File: config.mk
export PLATFORM = sky130hd
export DESIGN_NAME = rf_wb_arbiter_flat
export DESIGN_NICKNAME = d
export VERILOG_FILES = /design/src/rtl/rf_wb_arbiter_if.sv /design/src/rtl/rf_wb_arbiter.sv /design/src/flat_wrapper.sv
export SDC_FILE = /design/constraint.sdc
export NUM_CORES = 1
export LEC_CHECK = 0
export BUFFER_PORTS_ARGS = -buffer_cell sky130_fd_sc_hd__clkbuf_2
export CAP_MARGIN = 30
export CELL_PAD_IN_SITES_DETAIL_PLACEMENT = 2
export CELL_PAD_IN_SITES_GLOBAL_PLACEMENT = 2
export CORE_UTILIZATION = 33
export DETAILED_ROUTE_END_ITERATION = 10
export PLACE_DENSITY_LB_ADDON = 0.12
export SYNTH_ARGS = -nofsm -noshare
export SYNTH_HDL_FRONTEND = slang
export SYNTH_SLANG_ARGS = --single-unit
export TNS_END_PERCENT = 20
File: constraint.sdc
create_clock -name clk -period 4.47 [get_ports clk]
set_input_delay 0.6705 -clock clk [delete_from_list [all_inputs] [get_ports clk]]
set_output_delay 0.6705 -clock clk [all_outputs]
set_load 0.005 [all_outputs]
File: src/rtl/rf_wb_arbiter_if.sv
// Aux writer handshake channel into the register-file write-back arbiter.
interface rf_wb_arbiter_if;
   logic        aux_valid;
   logic [4:0]  aux_addr;
   logic [31:0] aux_data;
   logic        aux_ready;

   modport master (
      output aux_valid,
      output aux_addr,
      output aux_data,
      input  aux_ready
   );

   modport slave (
      input  aux_valid,
      input  aux_addr,
      input  aux_data,
      output aux_ready
   );
endinterface

File: src/rtl/rf_wb_arbiter.sv
// Register-file write-port arbiter: the W-stage pipeline write has absolute priority, and aux results
// queue in order behind it. Also reports queued-register hits and aux starvation.
module rf_wb_arbiter #(
   parameter int unsigned DEPTH        = 2,
   parameter int unsigned STARVE_LIMIT = 4
) (
   input  logic                  clk,
   input  logic                  reset,
   input  logic                  w_we,
   input  logic [4:0]            w_addr,
   input  logic [31:0]           w_data,
   rf_wb_arbiter_if.slave        aux,
   input  logic [4:0]            q_a1,
   input  logic [4:0]            q_a2,
   output logic                  busy_a1,
   output logic                  busy_a2,
   output logic                  stall_req,
   output logic                  rf_we,
   output logic [4:0]            rf_a3,
   output logic [31:0]           rf_wd
);

   localparam int unsigned PW = $clog2(DEPTH);
   localparam int unsigned CW = $clog2(DEPTH + 1);
   localparam int unsigned SW = $clog2(STARVE_LIMIT + 1);

   logic [4:0]       addr_q [DEPTH];
   logic [31:0]      data_q [DEPTH];
   logic [DEPTH-1:0] vld_q, vld_d;
   logic [PW-1:0]    head_q, tail_q;
   logic [CW-1:0]    cnt_q;
   logic [SW-1:0]    starve_q, starve_d;

   logic pw, full, push, pop, head_ok, any_writable;

   always_comb begin
      pw       = w_we && (w_addr != 5'd0);
      full     = (cnt_q == CW'(DEPTH));
      push     = aux.aux_valid && !full;
      // Valid bits are only ever set on occupied slots, so vld alone implies occupancy.
      head_ok  = vld_q[head_q] && (addr_q[head_q] != 5'd0) && !reset;
      // A writable head waits behind the pipeline; anything else at the head leaves at the edge.
      pop      = (cnt_q != '0) && !(pw && head_ok);
      aux.aux_ready = !full;

      any_writable = 1'b0;
      busy_a1      = 1'b0;
      busy_a2      = 1'b0;
      vld_d        = vld_q;
      for (int i = 0; i < DEPTH; i++) begin
         if (vld_q[i] && (addr_q[i] != 5'd0)) any_writable = 1'b1;
         if (vld_q[i] && (q_a1 != 5'd0) && (addr_q[i] == q_a1)) busy_a1 = 1'b1;
         if (vld_q[i] && (q_a2 != 5'd0) && (addr_q[i] == q_a2)) busy_a2 = 1'b1;
         // Pipeline value is newer than anything already queued for the same register.
         if (pw && vld_q[i] && (addr_q[i] == w_addr)) vld_d[i] = 1'b0;
      end
      if (pop)  vld_d[head_q] = 1'b0;
      if (push) vld_d[tail_q] = 1'b1;

      starve_d = starve_q;
      if ((head_ok && !pw) || !any_writable) begin
         starve_d = '0;
      end else if (head_ok && pw && (starve_q != SW'(STARVE_LIMIT))) begin
         starve_d = starve_q + SW'(1);
      end
      stall_req = (starve_q == SW'(STARVE_LIMIT));

      rf_we = 1'b0;
      rf_a3 = 5'd0;
      rf_wd = 32'd0;
      if (pw) begin
         rf_we = 1'b1;
         rf_a3 = w_addr;
         rf_wd = w_data;
      end else if (head_ok) begin
         rf_we = 1'b1;
         rf_a3 = addr_q[head_q];
         rf_wd = data_q[head_q];
      end
   end

   always_ff @(posedge clk) begin
      if (reset) begin
         vld_q    <= '0;
         head_q   <= '0;
         tail_q   <= '0;
         cnt_q    <= '0;
         starve_q <= '0;
      end else begin
         vld_q    <= vld_d;
         starve_q <= starve_d;
         cnt_q    <= cnt_q + CW'(push) - CW'(pop);
         if (pop) head_q <= head_q + PW'(1);
         if (push) begin
            addr_q[tail_q] <= aux.aux_addr;
            data_q[tail_q] <= aux.aux_data;
            tail_q         <= tail_q + PW'(1);
         end
      end
   end

endmodule
File: src/flat_wrapper.sv
// flat-port wrapper written by rule: the top's interface ports become plain ports
module rf_wb_arbiter_flat 
#(
   parameter int unsigned DEPTH        = 2,
   parameter int unsigned STARVE_LIMIT = 4
)
  (clk, reset, w_we, w_addr, w_data, q_a1, q_a2, busy_a1, busy_a2, stall_req, rf_we, rf_a3, rf_wd, aux_aux_valid, aux_aux_addr, aux_aux_data, aux_aux_ready);
  rf_wb_arbiter_if aux_i ();
  input  logic clk;
  input  logic reset;
  input  logic w_we;
  input  logic [4:0] w_addr;
  input  logic [31:0] w_data;
  input  logic [4:0] q_a1;
  input  logic [4:0] q_a2;
  output logic busy_a1;
  output logic busy_a2;
  output logic stall_req;
  output logic rf_we;
  output logic [4:0] rf_a3;
  output logic [31:0] rf_wd;
  input wire logic [$bits(aux_i.aux_valid)-1:0] aux_aux_valid;
  input wire logic [$bits(aux_i.aux_addr)-1:0] aux_aux_addr;
  input wire logic [$bits(aux_i.aux_data)-1:0] aux_aux_data;
  output wire logic [$bits(aux_i.aux_ready)-1:0] aux_aux_ready;
  assign aux_i.aux_valid = aux_aux_valid;
  assign aux_i.aux_addr = aux_aux_addr;
  assign aux_i.aux_data = aux_aux_data;
  assign aux_aux_ready = aux_i.aux_ready;
  rf_wb_arbiter #(.DEPTH(DEPTH), .STARVE_LIMIT(STARVE_LIMIT)) u_core (.clk(clk), .reset(reset), .w_we(w_we), .w_addr(w_addr), .w_data(w_data), .aux(aux_i), .q_a1(q_a1), .q_a2(q_a2), .busy_a1(busy_a1), .busy_a2(busy_a2), .stall_req(stall_req), .rf_we(rf_we), .rf_a3(rf_a3), .rf_wd(rf_wd));
endmodule
==> flow_metrics.env <==
export IMPL_grt_pass1_vias=3493
export IMPL_tns_ns=0
export IMPL_gr_usage_all_layers=0.186
export IMPL_synthFlopType="edfxtp_1"
export IMPL_htree_levels=3
export IMPL_maxCapViolCount=0
export IMPL_n_fill_cell=1260
export IMPL_drtIter0Drc=94
export IMPL_grt_pass1_wl_um=18100
export IMPL_via_per_inst=4.99
export IMPL_grt_setup_unrepaired="false"
export IMPL_powerDensity_nw_per_um2=362
export IMPL_hold_viol=0
export IMPL_wl_per_cell_um=18.1
export IMPL_rows=40
export IMPL_core_um2=12100
export IMPL_synth_cell_types=41
export IMPL_layout_drive_gt1_share=0.344
export IMPL_worst_pin_slew_ns=0.574
export IMPL_diodes=0
export IMPL_fmax_mhz=282
export IMPL_synth_top_cells_by_area="edfxtp_1 54%, mux2i_1 9.5%, o31ai_1 5.9%, xor2_1 4.9%, dfxtp_1 4.9%"
export IMPL_cts_root_buf="clkbuf_16"
export IMPL_fp_dieH_um=114
export IMPL_pwr_share_comb=0.126
export IMPL_port_buffer_count=129
export IMPL_r2r_cells=6
export IMPL_overflow=0
export IMPL_cp_required_ns=3.80
export IMPL_fin_worst_skew_ns=0.00638
export IMPL_cts_tree="done"
export IMPL_synth_largest_area_cell="edfxtp_1"
export IMPL_synth_seq_cells=84
export IMPL_cp_end_kind="output port"
export IMPL_ys_seq_area_frac=0.590
export IMPL_critPathLaunchType="flip-flop"
export IMPL_post_cts_buffers=0
export IMPL_reg2reg_slack_ns=1.75
export IMPL_grt_antenna_before_repair=0
export IMPL_p_switching_w=0.000457
export IMPL_dr_pass1_iters=4
export IMPL_clk_pin_slew_ns=0.06
export IMPL_synth_edf_count=74
export IMPL_p_leak_nw=2.06
export IMPL_ant_nets=0
export IMPL_seqPwrFrac=0.485
export IMPL_r2r_start="u_core.addr_q[1][1]"
export IMPL_r2r_end="u_core.starve_q[1]"
export IMPL_syn_area_per_cell_um2=12.5
export IMPL_drc=0
export IMPL_cts_resized=0
export IMPL_synth_warnings=0
export IMPL_period_share=0.794
export IMPL_power_switching_share=0.242
export IMPL_dr_total_vias=3130
export IMPL_seq_area_um2=2420
export IMPL_maxSlewHeadroom=0.617
export IMPL_grt_max_degree=39
export IMPL_clk_path_buf_depth=2
export IMPL_hold_class="in -> reg"
export IMPL_async_reset_ff_frac=0
export IMPL_worstPathArrival_ns=2.88
export IMPL_setup_violations_final=0
export IMPL_numCtsBuffers=9
export IMPL_cts_sinks=84
export IMPL_power_internal_w=0.00143
export IMPL_ir_drop_v=0.000180
export IMPL_finalWeightedCongestion=0.769
export IMPL_crit_fanout=24
export IMPL_clockPowerShare=0.389
export IMPL_synth_area_um2=4110
export IMPL_die_width_um=114
export IMPL_yosysTopAreaCellShare=0.541
export IMPL_die_area_um2=12900
export IMPL_routed_wl_um=11400
export IMPL_synthToLayoutAreaGrowth_pct=27.0
export IMPL_synthCells=329
export IMPL_ys_top_cells_by_count="74 x edfxtp_1, 45 x nand2_1, 39 x mux2i_1, 32 x o31ai_1, 23 x xor2_1"
export IMPL_slew_violations=0
export IMPL_num_nets_final=545
export IMPL_status="complete, no violations"
export IMPL_multi_input_area_um2=1550
export IMPL_p_total_w=0.00189
export IMPL_clk_latency_ns=0.34
export IMPL_initial_core_util=0.340
export IMPL_whs_endpoint="u_core.data_q[0][20]"
export IMPL_synth_net_count=420
export IMPL_hold_buffers=0
export IMPL_ios=130
export IMPL_holdPathStages=1
export IMPL_hold_start="aux_aux_data[20]"
export IMPL_post_synth_top_count_cell="edfxtp_1"
export IMPL_setup_worst_path_class="reg -> out"
export IMPL_fin_crit_ns=3.55
export IMPL_dp_hpwl_um=8440
-- state kept, by name, indices dropped and copies added (netlist names), named ones only --
signal           count
u_core.vld_q         2
u_core.head_q        1
u_core.starve_q      3
u_core.cnt_q         2
u_core.tail_q        1
u_core.addr_q       10
u_core.data_q       64
-- worst max-delay path, cell delays in order, from the launching register on --
cell,delay [ns]
edfxtp_1,0.52
or4_4,0.61
nor3b_4,0.25
or4_1,0.50
buf_4,0.39
o31ai_1,0.12
clkbuf_2,0.15
-- kinds of logic after synthesis --
group	share of synthesized area
buf+inv	0.0338
simple gates	0.105
compound gates	0.0987
mux	0.0978
xor+xnor	0.0661
fa+ha+maj	0.00914
flops	0.590
-- area by class of cell --
type,instances,share of cell area
flip-flops and latches,84,0.465
clock buffers,10,0.0439
inverters,7,0.00504
repair buffers,134,0.136
multi-input cells,218,0.298
well taps,168,0.0403
clock inverters,6,0.0122
-- power by group through the flow --
stage               clock network [W]  registers [W]  logic, W
floorplan                           0       0.000920  0.000136
global placement                    0       0.000929  0.000229
detailed placement                  0       0.000931  0.000242
CTS                          0.000756       0.000915  0.000244
global route                 0.000787       0.000918  0.000263
finish                       0.000734       0.000914  0.000237
-- stage by stage --
step | setup slack [ns] | instance area, um^2 | utilization | instances | hold WS (ns)
after global placement | 1.14 | 4880 | 0.405 | 609 | 0.489
after CTS | 0.857 | 5210 | 0.432 | 627 | 0.513
after global routing | 0.801 | 5210 | 0.432 | 627 | 0.513
after detailed placement | 1.12 | 4920 | 0.408 | 611 | 0.508
after floorplan | 0.556 | 4110 | - | 329 | 0.458
final | 0.922 | 5210 | 0.432 | 627 | 0.519
-- layer usage --
layer  GRT usage  part of all wire  vias to the layer above
met5           0                 0                        -
met4      0.0667             0.012                        0
met3      0.0372             0.049                       12
met2       0.339              0.54                       76
met1       0.215              0.40                     1563
li1            -                 -                     1479
-- how the worst max path moves through the flow --
| stage | startpoint | endpoint | slack (ns) |
|---|---|---|---|
| detailed placement | w_addr[1] | rf_a3[3] | 1.12 |
| floorplan | reset | u_core.addr_q[0][0] | 0.56 |
| global placement | w_addr[1] | rf_a3[0] | 1.14 |
| finish | u_core.addr_q[1][1] | rf_wd[0] | 0.92 |
| global route | u_core.addr_q[1][1] | rf_wd[0] | 0.80 |
| CTS | u_core.addr_q[1][1] | rf_wd[0] | 0.86 |
-- cells in the final DEF, fill, tap and decap left out, types with 5 or more instances in the layout --
cell,instances
o21ai_0,11
nand2_1,45
edfxtp_1,74
o31ai_1,32
nand3_1,6
dfxtp_1,9
nor2_1,10
a21oi_1,5
xor2_1,23
inv_1,7
xnor2_1,8
or4_1,5
mux2i_1,39
nor4_1,5
clkbuf_2,129
clkbuf_16,9
(Power assumes the default switching activity.)
